File: config.mk
export PLATFORM = sky130hd
export DESIGN_NAME = afe_frame_aligner
export DESIGN_NICKNAME = d
export VERILOG_FILES = /design/src/rtl/afe_frame_aligner.sv
export SDC_FILE = /design/constraint.sdc
export NUM_CORES = 1
export LEC_CHECK = 0
export BUFFER_PORTS_ARGS = -buffer_cell sky130_fd_sc_hd__buf_2
export CAP_MARGIN = 10
export CORE_MARGIN = 1
export CORE_UTILIZATION = 51
export DETAILED_ROUTE_END_ITERATION = 10
export PLACE_DENSITY = 0.83
export RECOVER_POWER = 25
export REMOVE_ABC_BUFFERS = 1
export SLEW_MARGIN = 20
export SYNTH_ARGS = -nofsm -noshare
export SYNTH_HDL_FRONTEND = slang
export SYNTH_SLANG_ARGS = --single-unit
File: constraint.sdc
create_clock -name clk -period 4.56 [get_ports clk]
set_input_delay 0.912 -clock clk [delete_from_list [all_inputs] [get_ports clk]]
set_output_delay 0.912 -clock clk [all_outputs]
set_load 0.005 [all_outputs]
File: src/rtl/afe_frame_aligner.sv
// Multi-lane LVDS ADC word aligner. It bitslips the ISERDES until the frame lane reads
// FRAME_PATTERN, qualifies the lock, and then forwards aligned words from every channel.
module afe_frame_aligner #(
  parameter int                NUM_CH        = 8,
  parameter int                WORD_W        = 14,
  parameter logic [WORD_W-1:0] FRAME_PATTERN = 14'h3F80,
  parameter int                SLIP_WAIT     = 8,
  parameter int                LOCK_COUNT    = 16,
  parameter int                ERR_LIMIT     = 4
) (
  input  logic                     clk,
  input  logic                     reset_n,
  input  logic                     align_start,
  input  logic                     frame_valid,
  input  logic [WORD_W-1:0]        frame_word,
  input  logic [NUM_CH*WORD_W-1:0] data_in,
  output logic                     bitslip,
  output logic [NUM_CH*WORD_W-1:0] data_out,
  output logic                     data_valid,
  output logic                     locked,
  output logic                     align_fail,
  output logic                     lock_lost,
  output logic [4:0]               slip_count
);

  localparam int WAIT_W  = $clog2(SLIP_WAIT + 1);
  localparam int MATCH_W = $clog2(LOCK_COUNT + 1);
  localparam int ERR_W   = $clog2(ERR_LIMIT + 1);

  localparam logic [WAIT_W-1:0]  WAIT_LAST  = WAIT_W'(SLIP_WAIT - 1);
  localparam logic [MATCH_W-1:0] MATCH_LAST = MATCH_W'(LOCK_COUNT - 1);
  localparam logic [ERR_W-1:0]   ERR_LAST   = ERR_W'(ERR_LIMIT - 1);
  localparam logic [4:0]         SLIP_LAST  = 5'(WORD_W - 1);

  typedef enum logic [2:0] {
    S_IDLE,
    S_WAIT,
    S_CHECK,
    S_SLIP,
    S_LOCKED,
    S_FAIL
  } state_t;

  state_t                     state_q, state_d;
  logic [WAIT_W-1:0]          wait_cnt_q, wait_cnt_d;
  logic [MATCH_W-1:0]         match_cnt_q, match_cnt_d;
  logic [ERR_W-1:0]           err_cnt_q, err_cnt_d;
  logic [4:0]                 slip_count_q, slip_count_d;
  logic                       bitslip_q, bitslip_d;
  logic                       locked_q, locked_d;
  logic                       align_fail_q, align_fail_d;
  logic                       lock_lost_q, lock_lost_d;
  logic                       data_valid_q, data_valid_d;
  logic [NUM_CH*WORD_W-1:0]   data_out_q, data_out_d;
  logic                       frame_match;

  assign frame_match = (frame_word == FRAME_PATTERN);

  always_comb begin
    state_d      = state_q;
    wait_cnt_d   = wait_cnt_q;
    match_cnt_d  = match_cnt_q;
    err_cnt_d    = err_cnt_q;
    slip_count_d = slip_count_q;
    bitslip_d    = 1'b0;
    locked_d     = locked_q;
    align_fail_d = align_fail_q;
    lock_lost_d  = lock_lost_q;
    data_valid_d = 1'b0;
    data_out_d   = data_out_q;

    unique case (state_q)
      S_IDLE: ;

      S_WAIT: begin
        if (wait_cnt_q == WAIT_LAST) begin
          state_d     = S_CHECK;
          wait_cnt_d  = '0;
          match_cnt_d = '0;
        end else begin
          wait_cnt_d = wait_cnt_q + 1'b1;
        end
      end

      // The lock test comes first; a mismatch throws away any partial run of matches.
      S_CHECK: begin
        if (frame_valid) begin
          if (frame_match) begin
            if (match_cnt_q == MATCH_LAST) begin
              state_d     = S_LOCKED;
              locked_d    = 1'b1;
              err_cnt_d   = '0;
              match_cnt_d = '0;
            end else begin
              match_cnt_d = match_cnt_q + 1'b1;
            end
          end else begin
            match_cnt_d = '0;
            if (slip_count_q == SLIP_LAST) begin
              state_d      = S_FAIL;
              align_fail_d = 1'b1;
            end else begin
              state_d      = S_SLIP;
              bitslip_d    = 1'b1;
              slip_count_d = slip_count_q + 5'd1;
            end
          end
        end
      end

      S_SLIP: begin
        state_d    = S_WAIT;
        wait_cnt_d = '0;
      end

      // The word that completes the error run is not forwarded, so data_valid never rises with locked low.
      S_LOCKED: begin
        if (frame_valid) begin
          if (!frame_match && err_cnt_q == ERR_LAST) begin
            state_d      = S_WAIT;
            locked_d     = 1'b0;
            lock_lost_d  = 1'b1;
            slip_count_d = '0;
            wait_cnt_d   = '0;
            err_cnt_d    = '0;
          end else begin
            data_out_d   = data_in;
            data_valid_d = 1'b1;
            err_cnt_d    = frame_match ? '0 : err_cnt_q + 1'b1;
          end
        end
      end

      S_FAIL: ;

      default: state_d = S_IDLE;
    endcase

    if (align_start) begin
      state_d      = S_WAIT;
      wait_cnt_d   = '0;
      match_cnt_d  = '0;
      err_cnt_d    = '0;
      slip_count_d = '0;
      bitslip_d    = 1'b0;
      locked_d     = 1'b0;
      align_fail_d = 1'b0;
      lock_lost_d  = 1'b0;
      data_valid_d = 1'b0;
      data_out_d   = data_out_q;
    end
  end

  always_ff @(posedge clk or negedge reset_n) begin
    if (!reset_n) begin
      state_q      <= S_IDLE;
      wait_cnt_q   <= '0;
      match_cnt_q  <= '0;
      err_cnt_q    <= '0;
      slip_count_q <= '0;
      bitslip_q    <= 1'b0;
      locked_q     <= 1'b0;
      align_fail_q <= 1'b0;
      lock_lost_q  <= 1'b0;
      data_valid_q <= 1'b0;
      data_out_q   <= '0;
    end else begin
      state_q      <= state_d;
      wait_cnt_q   <= wait_cnt_d;
      match_cnt_q  <= match_cnt_d;
      err_cnt_q    <= err_cnt_d;
      slip_count_q <= slip_count_d;
      bitslip_q    <= bitslip_d;
      locked_q     <= locked_d;
      align_fail_q <= align_fail_d;
      lock_lost_q  <= lock_lost_d;
      data_valid_q <= data_valid_d;
      data_out_q   <= data_out_d;
    end
  end

  assign bitslip    = bitslip_q;
  assign data_out   = data_out_q;
  assign data_valid = data_valid_q;
  assign locked     = locked_q;
  assign align_fail = align_fail_q;
  assign lock_lost  = lock_lost_q;
  assign slip_count = slip_count_q;

endmodule
Yosys cells after proc, flatten, opt, wreduce, memory -nomap -nowiden
Index checks and enable logic that the tools add are counted.
W data, S select, Z words.
{"block": "op_classes", "n_addsub": 4, "eq_ne": 21, "mux": 60, "n_bitwise": 2, "n_reduce_logical": 21}
{"op": "$mux W5", "count": 11}
{"op": "$mux W3", "count": 15}
{"op": "$mux W1", "count": 24}
{"op": "$ne A3 B3 Y1 const B", "count": 8}
{"op": "$pmux W5 S2", "count": 2}
{"op": "$reduce_and A6 Y1", "count": 3}
{"op": "$mux W4", "count": 4}
{"op": "$pmux W3 S5", "count": 1}
{"op": "$eq A14 B14 Y1 const B", "count": 1}
{"op": "$pmux W4 S3", "count": 1}
{"op": "$add A5 B1 Y5 const B", "count": 2}
{"op": "$eq A5 B4 Y1 const B", "count": 2}
{"op": "$reduce_bool A2 Y1", "count": 5}
{"op": "$eq A3 B2 Y1 const B", "count": 3}
{"op": "$reduce_and A3 Y1", "count": 3}
{"op": "$reduce_and A4 Y1", "count": 2}
{"op": "$eq A3 B3 Y1 const B", "count": 2}
{"op": "$pmux W3 S2", "count": 1}
{"op": "$reduce_bool A3 Y1", "count": 2}
{"op": "$reduce_and A5 Y1", "count": 1}
{"op": "$add A4 B1 Y4 const B", "count": 1}
{"op": "$eq A4 B3 Y1 const B", "count": 1}
{"op": "$ne A4 B4 Y1 const B", "count": 1}
{"op": "$reduce_bool A4 Y1", "count": 1}
{"op": "10 further kinds", "count": 11}
{"block": "word_totals", "reg_bits": 137, "inputBits": 130, "out_inout_bits": 122, "wordCells": 119}

Depth between registers and ports, before layout
{"block": "depth", "word_depth": 7, "mapped_depth": 7, "depth_no_buf": 7}

Least setup slack after synthesis
No wires, ideal clock.
{"block": "synth_path", "path_type": "input -> register", "start": "input port align_start", "end": "register data_out_q[100] (netlist: data_out[100])", "setup_time_ns": 0.128, "t_arrival_ns": 2.567, "required_ns": 4.432, "path_slack_ns": 1.865, "path_stages": 7, "n_path_buf": 3, "cell_sequence": "buf_2 -> or4b_1 -> a21oi_2 -> nand2_1 -> buf_6 -> buf_4 -> mux2_1"}
{"block": "synth_via", "elab_chain_cells": 2}
{"item": "start, declared", "line": "13", "text": "input logic align_start,"}
{"item": "$not A1 Y1 (no line)"}
{"item": "$reduce_and A4 Y1 (no line)"}
{"item": "end signal, assigned", "line": "178", "text": "data_out_q <= data_out_d;"}
{"item": "end, declared", "line": "54", "text": "logic [NUM_CH*WORD_W-1:0] data_out_q, data_out_d;"}
No other way between the ends.
A chain may end at the register's enable or synchronous reset.

Worst setup path in the final report
{"block": "layout_path", "start": "input port frame_word[1]", "end": "register data_out_q[12] (netlist: data_out[12])"}
{"block": "layout_via", "elab_chain_cells": 5}
{"item": "start, declared", "line": "15", "text": "input logic [WORD_W-1:0] frame_word,"}
{"item": "$eq A14 B14 Y1", "line": "57", "text": "assign frame_match = (frame_word == FRAME_PATTERN);"}
{"item": "$logic_not A1 Y1", "line": "119", "text": "if (!frame_match && err_cnt_q == ERR_LAST) begin"}
{"item": "$logic_and A1 B1 Y1", "line": "119"}
{"item": "$not A1 Y1 (no line)"}
{"item": "$reduce_and A4 Y1 (no line)"}
No other way between the ends.

==> results.sh <==
export IMPL_worst_pin_slew_ps=2630
export IMPL_clockBufferDepth=2
export IMPL_max_freq_mhz=324
export IMPL_syn_area_per_cell_um2=14.3
export IMPL_whs_path_depth=1
export IMPL_fp_coreArea_mm2=0.0105
export IMPL_synth_distinct_cells=45
export IMPL_cap_violations=1
export IMPL_num_io_pins=252
export IMPL_cp_start_kind="primary input"
export IMPL_cts_inserted_buffers=17
export IMPL_n_antenna_cell=0
export IMPL_ys_ff_latch=137
export IMPL_fp_dieW_um=107
export IMPL_synthesis_area_mm2=0.00562
export IMPL_r2r_cells=5
export IMPL_layout_drive_gt1_share_pct=51.4
export IMPL_clk_latency_ps=510
export IMPL_rows=37
export IMPL_route_detailed_wl_per_inst_um=16.5
export IMPL_routabilityCongestion=0.852
export IMPL_cellPowerDensity_mw_per_mm2=382
export IMPL_first_pass_iters=5
export IMPL_fin_crit_ps=3090
export IMPL_port_buffer_count=251
export IMPL_synthArstFlopShare_pct=100
export IMPL_wl_met2_mm=7.08
export IMPL_violations="capacitance limit, slew limit"
export IMPL_rsz0062_at_grt="no"
export IMPL_seqPwrFrac_pct=44.2
export IMPL_fin_skew_ps=10.2
export IMPL_finalHoldViolations=0
export IMPL_min_path_type="reg2reg"
export IMPL_setup_violations=0
export IMPL_grt_pass1_wl_mm=21.0
export IMPL_leakage_nw=4.50
export IMPL_critPathKind="in2reg"
export IMPL_crit_fanout=58
export IMPL_dp_slack_ps=956
export IMPL_via_per_inst=5.21
export IMPL_grt_pass1_vias=4349
export IMPL_switching_share_pct=22.2
export IMPL_fillers=733
export IMPL_die_area_mm2=0.0114
export IMPL_grt_remaining_overflow=0
export IMPL_cts_num_sinks=137
export IMPL_ff_latch_area_mm2=0.00343
export IMPL_combPwrFrac_pct=6.5
export IMPL_clockRootBuffer="clkbuf_8"
export IMPL_most_common_layout_cells="buf_2, dfrtp_1, mux2_1"
export IMPL_layout_commonest_cell="buf_2"
export IMPL_worst_slack_ps=1470
export IMPL_cts_hold_buf=0
export IMPL_power_switching_uw=641
export IMPL_p_clk_share_pct=49.3
export IMPL_cts_resized_gates=0
export IMPL_area_delta_synth_final_pct=34.7
export IMPL_dp_hpwl_mm=9.59
export IMPL_die_h_um=107
export IMPL_grt_max_degree=109
export IMPL_top_layer="met4"
export IMPL_synth_edf_count=0
export IMPL_antenna_found_initial=0
export IMPL_clk_pin_slew_worst_paths_ps=60
export IMPL_postSynthCellCount=392
export IMPL_drc=0
export IMPL_final_nets=782
export IMPL_cp_required_ps=4940
export IMPL_internal_power_mw=2.25
export IMPL_met3_wirelength_um=871
export IMPL_synthFlopType="dfrtp_1"
export IMPL_final_antenna_net_count=0
export IMPL_critPathCaptureType="flop"
export IMPL_grtUsageTotal_pct=24.0
export IMPL_drv_slew=109
export IMPL_initial_utilization_pct=53.4
export IMPL_drt_met1_wl_mm=4.85
export IMPL_slew_headroom_pct=-75.1
export IMPL_cts_setup_buffers=0
export IMPL_multi_input_area_mm2=0.00202
export IMPL_synth_warnings=0
export IMPL_wirelength_mm=13.1
export IMPL_finalCritPeriodShare_pct=67.7
export IMPL_cts_tree="built"
export IMPL_holdWs_ps=485
export IMPL_cp_arrival_ps=3470
export IMPL_irDropWorstVdd_mv=0.252
export IMPL_outcome="finished, violations left"
export IMPL_yosysSeqAreaShare_pct=61.0
export IMPL_vias=4145
export IMPL_htreeDepth=4
export IMPL_total_power_mw=2.89
export IMPL_drtIter0Drc=205
-- sequential cells by signal, indices dropped and copies added, names as in the netlist --
signal       flops
match_cnt_q      5
err_cnt_q        3
align_fail       1
slip_count       5
state_q          3
locked           1
bitslip          1
lock_lost        1
wait_cnt_q       4
data_out       112
data_valid       1
-- power groups by stage --
stage	clock, mW	sequential [mW]	combinational (mW)
after CTS	1.45	1.28	0.191
after global placement	0	1.29	0.179
final	1.43	1.28	0.189
after floorplan	0	1.29	0.0873
after global routing	1.50	1.28	0.213
after detailed placement	0	1.30	0.191
-- per-layer routing --
layer	global-route usage, %	vias up
li1	-	1906
met1	27.3	2023
met2	42.9	187
met3	5.90	29
met4	9.98	0
met5	0	-
-- layout make-up --
type,instances,area share (%)
timing repair buffer,253,17.0
clock inverter,10,2.22
multi-input combinational,226,26.7
inverter,11,0.546
tap,136,2.25
sequential,137,45.3
clock buffer,22,5.99
-- cell usage after synthesis (2+ instances only) --
cell type | number | area [um2]
dfrtp_1 | 137 | 3430
mux2_1 | 67 | 754
mux2_2 | 53 | 597
nand2_1 | 14 | 52.6
nor2_1 | 13 | 48.8
inv_1 | 11 | 41.3
nand3_1 | 8 | 40.0
a21oi_1 | 7 | 35.0
buf_6 | 7 | 78.8
ha_1 | 6 | 75.1
nor3_1 | 6 | 30.0
o21ai_0 | 6 | 30.0
a31oi_1 | 5 | 31.3
nor2b_1 | 5 | 31.3
buf_1 | 4 | 15.0
buf_2 | 3 | 15.0
nor3b_1 | 3 | 22.5
or3_1 | 3 | 18.8
a41oi_1 | 2 | 17.5
and3_1 | 2 | 12.5
and4_1 | 2 | 17.5
buf_4 | 2 | 15.0
clkbuf_1 | 2 | 7.51
nand2b_1 | 2 | 12.5
or4b_1 | 2 | 20.0
-- worst max-delay path: stages --
cell and delay, ps:
buf_2 100, nor4_1 270, nand4_1 490, a21oi_2 450
nand2_4 450, buf_12 400, mux2_1 360
-- cells by family (layout without fill, tap and decap cells) --
family	count (synthesis)	after routing	share of synthesized area [%]
flip-flops	137	137	61.0
multiplexers	121	121	24.2
adder cells (fa/ha/maj)	6	6	1.34
AND/OR/NAND/NOR	70	70	6.93
buffers and inverters	29	296	3.07
XOR/XNOR	1	1	0.156
AO/OA/AOI/OAI	28	28	3.23
-- final timing paths --
path | start | endpoint | slack [ps]
worst max-delay path | frame_word[1] | data_out[12]$_DFFE_PN0P_ | 1470
worst min-delay path | data_out[96]$_DFFE_PN0P_ | data_out[96]$_DFFE_PN0P_ | 490
worst max register to register | state_q[1]$_DFFE_PN0P_ | data_out[12]$_DFFE_PN0P_ | 1800
worst min register to register | data_out[96]$_DFFE_PN0P_ | data_out[96]$_DFFE_PN0P_ | 490
max in group asynchronous | reset_n | data_out[32]$_DFFE_PN0P_ | 1810
min in group asynchronous | reset_n | align_fail$_DFFE_PN0P_ | 1190
-- stage by stage --
stage | TNS (ps) | util (%) | area, um2 | cells
6_report | 0 | 72.0 | 7570 | 795
5_1_grt | 0 | 72.0 | 7570 | 795
4_1_cts | 0 | 72.1 | 7570 | 795
3_5_place_dp | 0 | 66.2 | 6950 | 763
3_3_place_gp | 0 | 66.2 | 6950 | 763
2_1_floorplan | -35670 | - | 5490 | 374
Power figures use the tool's default switching activity.
